`config.mk`:
```
export PLATFORM = sky130hd
export DESIGN_NAME = fetch_pc
export DESIGN_NICKNAME = d
export VERILOG_FILES = /design/src/rtl/fetch_pc.sv
export SDC_FILE = /design/constraint.sdc
export NUM_CORES = 1
export LEC_CHECK = 0
export CORE_ASPECT_RATIO = 0.6
export CORE_MARGIN = 2
export CORE_UTILIZATION = 45
export CTS_CLUSTER_SIZE = 20
export DETAILED_ROUTE_END_ITERATION = 7
export PLACE_DENSITY_LB_ADDON = 0.2
export SLEW_MARGIN = 30
export SYNTH_ARGS = -nofsm -noshare
export SYNTH_HDL_FRONTEND = slang
export SYNTH_SLANG_ARGS = --single-unit
```
`constraint.sdc`:
```
create_clock -name clk -period 2.3 [get_ports clk]
set_clock_uncertainty 0.1 [all_clocks]
set_input_delay 0.23 -clock clk [delete_from_list [all_inputs] [get_ports clk]]
set_output_delay 0.23 -clock clk [all_outputs]
set_load 0.005 [all_outputs]
```
`src/rtl/fetch_pc.sv`:
```
// fetch_pc: single-outstanding instruction fetch sequencer with jump redirect,
// flush of in-flight requests and a saturating squash counter.
`default_nettype none

module fetch_pc #(
   parameter logic [7:0] RESET_PC = 8'h00,
   parameter int          IW       = 16
) (
   input  logic          clk,
   input  logic          rst,
   input  logic          stall,
   input  logic          jump_valid,
   input  logic [7:0]    jump_target,
   output logic          jump_ready,
   output logic          imem_req,
   output logic [7:0]    imem_addr,
   input  logic          imem_ack,
   input  logic [IW-1:0] imem_data,
   output logic          instr_valid,
   input  logic          instr_ready,
   output logic [IW-1:0] instr,
   output logic [7:0]    instr_pc,
   output logic [7:0]    pc,
   output logic [7:0]    squash_cnt
);

   typedef enum logic [1:0] {
      IDLE  = 2'd0,
      FETCH = 2'd1,
      HOLD  = 2'd2,
      FLUSH = 2'd3
   } state_t;

   state_t        state_q;
   logic [7:0]    pc_q;
   logic [7:0]    addr_q;
   logic          req_q;
   logic          valid_q;
   logic [IW-1:0] instr_q;
   logic [7:0]    instr_pc_q;
   logic [7:0]    squash_q;
   logic [7:0]    squash_inc;
   logic          jump_take;

   // Gated by rst so a jump offered during reset is never handshaken.
   assign jump_ready = ~rst & (state_q != FLUSH);
   assign jump_take  = jump_valid & jump_ready;
   assign squash_inc = (squash_q == 8'hFF) ? squash_q : squash_q + 8'd1;

   always_ff @(posedge clk or posedge rst) begin
      if (rst) begin
         state_q    <= IDLE;
         pc_q       <= RESET_PC;
         addr_q     <= RESET_PC;
         req_q      <= 1'b0;
         valid_q    <= 1'b0;
         instr_q    <= '0;
         instr_pc_q <= 8'h00;
         squash_q   <= 8'h00;
      end else begin
         case (state_q)
            IDLE: begin
               if (jump_take) begin
                  pc_q    <= jump_target;
                  valid_q <= 1'b0;
               end else if (!stall) begin
                  state_q <= FETCH;
                  req_q   <= 1'b1;
                  addr_q  <= pc_q;
               end
            end
            FETCH: begin
               if (jump_take) begin
                  pc_q    <= jump_target;
                  valid_q <= 1'b0;
                  if (imem_ack) begin
                     squash_q <= squash_inc;
                     req_q    <= 1'b0;
                     state_q  <= IDLE;
                  end else begin
                     // Request already issued: keep it on the bus until acked.
                     state_q <= FLUSH;
                  end
               end else if (imem_ack) begin
                  instr_q    <= imem_data;
                  instr_pc_q <= pc_q;
                  pc_q       <= pc_q + 8'd1;
                  valid_q    <= 1'b1;
                  req_q      <= 1'b0;
                  state_q    <= HOLD;
               end
            end
            HOLD: begin
               if (jump_take) begin
                  pc_q    <= jump_target;
                  valid_q <= 1'b0;
                  state_q <= IDLE;
               end else if (instr_ready) begin
                  valid_q <= 1'b0;
                  state_q <= IDLE;
               end
            end
            FLUSH: begin
               if (imem_ack) begin
                  squash_q <= squash_inc;
                  req_q    <= 1'b0;
                  state_q  <= IDLE;
               end
            end
            default: begin
               state_q <= IDLE;
               req_q   <= 1'b0;
            end
         endcase
      end
   end

   assign imem_req    = req_q;
   assign imem_addr   = addr_q;
   assign instr_valid = valid_q;
   assign instr       = instr_q;
   assign instr_pc    = instr_pc_q;
   assign pc          = pc_q;
   assign squash_cnt  = squash_q;

endmodule

`default_nettype wire

```
# Word-level counts from Yosys, hierarchy flattened
# Cells that the tools add are included.
[totals]
reg_bits = 52
elab_cells = 70
input_bits = 30
[op_classes]
n_eq_ne = 14
bitwise_logic = 5
mux = 27
add_sub_neg = 2
reduce_logical = 14
[ops]
columns = ["operator", "n"]
rows = [
  ["2-to-1 mux 8 bit", 6],
  ["one-hot mux 8 bit (2 select lines)", 2],
  ["adder 8 x 1 -> 8 bit (second input constant)", 2],
  ["2-to-1 mux 2 bit", 8],
  ["!= test 2 bit (second input constant)", 6],
  ["AND reduction 3 bit", 3],
  ["equality test 8 bit (second input constant)", 1],
  ["2-to-1 mux 1 bit", 8],
  ["one-hot mux 2 bit (4 select lines)", 1],
  ["AND reduction 4 bit", 2],
  ["!= test 3 bit (second input constant)", 2],
  ["nonzero test 2 bit", 3],
  ["AND reduction 5 bit", 1],
  ["equality test 2 bit (second input constant)", 2],
  ["!= test 2 x 1 -> 1 bit (second input constant)", 2],
  ["OR reduction 2 bit", 2],
  ["NOT 1 bit", 3],
  ["one-hot mux 1 bit (3 select lines)", 1],
  ["nonzero test 3 bit", 1],
  ["bitwise AND 1 bit", 2],
  ["equality test 2 x 1 -> 1 bit (second input constant)", 1],
  ["zero test 2 bit", 1],
  ["one-hot mux 1 bit (2 select lines)", 1],
  ["AND reduction 2 bit", 1],
]

# Logic depth before layout (Yosys ltp)
[logic_depth]
word_depth = 5
mapped_depth = 8
depth_no_buf = 6

# Least setup slack after synthesis
# OpenSTA, ideal clock, no wires.
[synth_timing]
path_kind = "register to register"
from = "reg state_q[0]"
to = "reg instr_q[10] (netlist: instr[10])"
t_required_ps = 2075
setup_ps = 125
setup_slack_ps = 265
path_buffers = 3
arrival_time_ps = 1810
path_stages_with_launch = 8
path_cell_list = "dfrtp_1 -> ha_1 -> buf_6 -> or3b_1 -> buf_6 -> nand3_4 -> buf_12 -> mux2_4"
[synth_via]
elab_chain_cells = 5
word_cells_on_any_way = 6
classes_between = "2 x eq/ne; 3 x bitwise; 1 x reduce/logical"
[synth_lines]
columns = ["element", "line_no", "text"]
rows = [
  ["from (decl)", "34", "state_t state_q;"],
  ["from (signal assigned)", "52", "state_q <= IDLE;"],
  ["from (signal assigned)", "67", "state_q <= FETCH;"],
  ["from (signal assigned)", "79", "state_q <= IDLE;"],
  ["!= test 2 bit", "46", "assign jump_ready = ~rst & (state_q != FLUSH);"],
  ["bitwise AND 1 bit", "46", ""],
  ["bitwise AND 1 bit", "47", "assign jump_take = jump_valid & jump_ready;"],
  ["NOT 1 bit (no source line)", "n/a", ""],
  ["AND reduction 3 bit (no source line) (*)", "n/a", ""],
  ["to (signal assigned)", "85", "instr_q <= imem_data;"],
  ["to (decl)", "39", "logic [IW-1:0] instr_q;"],
]
# Mark *: on every way between the ends. The rest lies on a longest branch, timed or not.
# A chain may end at the register's enable or synchronous reset.

# Final worst setup path
[layout_timing]
from = "reg state_q[1]"
to = "reg squash_q[4] (netlist: squash_cnt[4])"
[layout_via]
elab_chain_cells = 5
word_cells_on_any_way = 9
classes_between = "4 x eq/ne; 1 x mux; 2 x bitwise; 2 x reduce/logical"
[layout_lines]
columns = ["element", "line_no", "text"]
rows = [
  ["!= test 2 bit", "46", ""],
  ["bitwise AND 1 bit", "46", ""],
  ["bitwise AND 1 bit", "47", ""],
  ["!= test 2 bit (no source line)", "n/a", ""],
  ["AND reduction 2 bit (no source line)", "n/a", ""],
  ["to (signal assigned)", "77", "squash_q <= squash_inc;"],
  ["to (signal assigned)", "105", "squash_q <= squash_inc;"],
  ["to (decl)", "41", "logic [7:0] squash_q;"],
]
# Several ways; a longest one is shown, not always the timed one.

==> results.yml <==
status:
  outcome: "completed"
synth:
  ys_warn_count: 0
  yosysSeqAreaShare_pct: 51.3
  syn_area_per_cell_um2: 12.7
  synth-edff-count: 0
  synth_flop_cell: "dfrtp_1"
  ys_ff_latch: 52
  syn-num-nets: 235
  synthCells: 199
  ys_async_sr_fraction_pct: 100
  syn_area_um2: 2530
  synth.distinct_cells: 46
floorplan:
  fp.dieArea_um2: 6270
  core-area_um2: 5490
  start_util_pct: 46.2
  chipWidth_um: 101
  num_rows: 21
  die_y_um: 62.1
  io_pins: 81
critical_path:
  crit_path_start_kind: "flip-flop"
  cp_max_fo: 10
  crit_path_start: "state_q[1]"
  cp.arrival_ns: 2.21
  regToRegStartpoint: "state_q[1]"
  critical_path_class: "flip-flop to flip-flop"
  required_ns: 2.36
  end_kind: "flip-flop"
clocking:
  ctsHoldBuffers: 0
  cts_buffer_depth: 2
  path_clk_slew_ns: 0.10
  cts_tree: "built"
  clock_sinks: 52
  root_buffer: "clkbuf_8"
  clk_latency_ns: 0.30
  cts-buffers-inserted: 5
  cts-resized-gates: 0
  h-tree-depth: 2
  cts_setup_buffers: 0
timing:
  hold_viol_final: 0
  setup_viol: 0
  finalMaxSlewViolations: 0
  final.min_clock_period_ns: 2.15
  timing.hold.ws_ns: 0.230
  tightest_slew_ns: 0.827
  max_freq_ghz: 0.466
  fin_crit_sh_pct: 93.3
  setup_tns_ns: 0
  setup_ws_ns: 0.154
  rsz0062_at_grt: "false"
  relSlewSlack_pct: 44.7
place:
  gp_congestion: 0.841
  dp_hpwl_um: 4420
  dp_slack_ns: 0.133
  io_buffers: 80
global_routing:
  overflow: 0
  grt_max_degree: 37
  grt_pass1_wl_um: 9980
  antenna_found_initial: 0
  grt_pass1_vias: 1908
  grt_use_total_pct: 20.3
drt:
  wl_met3_um: 457
  drt-total-wl_um: 5930
  drtAntennaViolNets: 0
  num_vias: 1883
  wirelength_met1_um: 2900
  drtPass1Iterations: 4
  drt-initial-drc-count: 88
  wl_met2_um: 2520
  top_layer: "met4"
  drc: 0
  vias_per_cell: 5.29
  wire_per_inst_um: 16.6
finish:
  drive_gt1_share_pct: 19.2
  final_common_cell: "clkdlybuf4s50_1"
  n_antenna_cell: 0
  final_cell_mix: "80 x clkdlybuf4s50_1, 52 x dfrtp_1, 16 x mux2_2, 16 x mux2_4, 12 x o21ai_0"
  area_delta_synth_final_pct: 40.2
  nNetsFinal: 322
  fin_util_pct: 64.7
power_and_ir_drop:
  max-vdd-ir-drop_uv: 545
  p_leak_nw: 1.55
  powerDensity_nw_per_um2: 1320
min_path:
  hp-class: "input pin to asynchronous set/reset pin"
run:
  maxCapViolCount: 0
==> per-layer routing <==
layer | track usage [%] | vias up
met4 | 4.05 | 0
met5 | 0 | -
met2 | 28.0 | 63
met1 | 31.3 | 914
li1 | - | 900
met3 | 6.42 | 6
==> path summary, 6_finish.rpt <==
kind	slack (ns)	to	cells past startpoint
setup / recovery	0.15	squash_cnt[4]	6
hold / removal	0.23	state_q[0]	2
setup reg to reg	0.15	squash_cnt[4]	6
hold reg to reg	0.40	instr_pc[2]	2
max in group asynchronous	1.35	instr[5]	3
min in group clk	0.40	instr_pc[2]	2
==> per-stage QoR <==
step	area, um^2	cells	total power, mW
after floorplan	2530	199	2.90
after global placement	3440	348	4.05
after detailed placement	3440	348	4.10
after CTS	3550	356	4.75
after global routing	3550	356	5.06
final	3550	356	4.71
==> report_power, final <==
| group | internal (mW) | switching, mW | total (mW) |
|---|---|---|---|
| sequential | 1.34 | 0.355 | 1.69 |
| clock | 0.322 | 0.308 | 0.630 |
| combinational | 1.49 | 0.888 | 2.38 |
==> registers in the layout (all words and copies together) (netlist names) <==
signal / count
instr: 16
imem_addr: 8
instr_pc: 8
pc: 8
squash_cnt: 8
state_q: 2
imem_req: 1
instr_valid: 1
==> kinds of logic (layout without fill, tap and decap cells) <==
logic type               after synthesis  in the layout  synth area share (%)
flip-flops                            52             52                  51.3
AND/OR/NAND/NOR                       46             46                  11.3
AO/OA/AOI/OAI                         37             37                  9.92
multiplexers                          37             37                  18.6
buffers and inverters                 16            104                  4.19
adder cells (fa/ha/maj)                6              6                  2.96
XOR/XNOR                               5              5                  1.73
==> critical path, cell delays in order (launching register included) <==
cell	delay, ns
dfrtp_1	0.41
inv_1	0.11
ha_1	0.36
and4bb_2	0.28
o21ai_2	0.12
nor4b_1	0.52
xor2_1	0.12
==> synth_stat cells (2+ instances only) <==
cell type	count	area [um^2]
nand3_1	6	30.0
ha_1	6	75.1
inv_1	8	30.0
nor3_1	2	10.0
nand2b_1	2	12.5
mux2_4	16	240
a2bb2oi_1	3	26.3
buf_2	2	10.0
buf_6	2	22.5
xor2_1	5	43.8
nand4_1	5	31.3
nor4_1	2	12.5
a22oi_1	2	15.0
nor2_1	5	18.8
o32a_1	3	30.0
o21ai_0	12	60.1
nor2b_1	3	18.8
o22ai_1	2	12.5
nand2_1	10	37.5
a21oi_1	5	25.0
mux2_2	16	180
dfrtp_1	52	1300
and3_1	3	18.8
mux2i_1	5	50.1
==> area by class of cell <==
class | count | area [um^2]
clock buffers | 5 | 68.8
clock inverters | 3 | 42.5
fillers | 431 | 1940
inverters | 8 | 30.0
multi-input cells | 131 | 1130
flip-flops and latches | 52 | 1300
well taps | 69 | 86.3
repair buffers | 88 | 898
(Power assumes the default switching activity.)
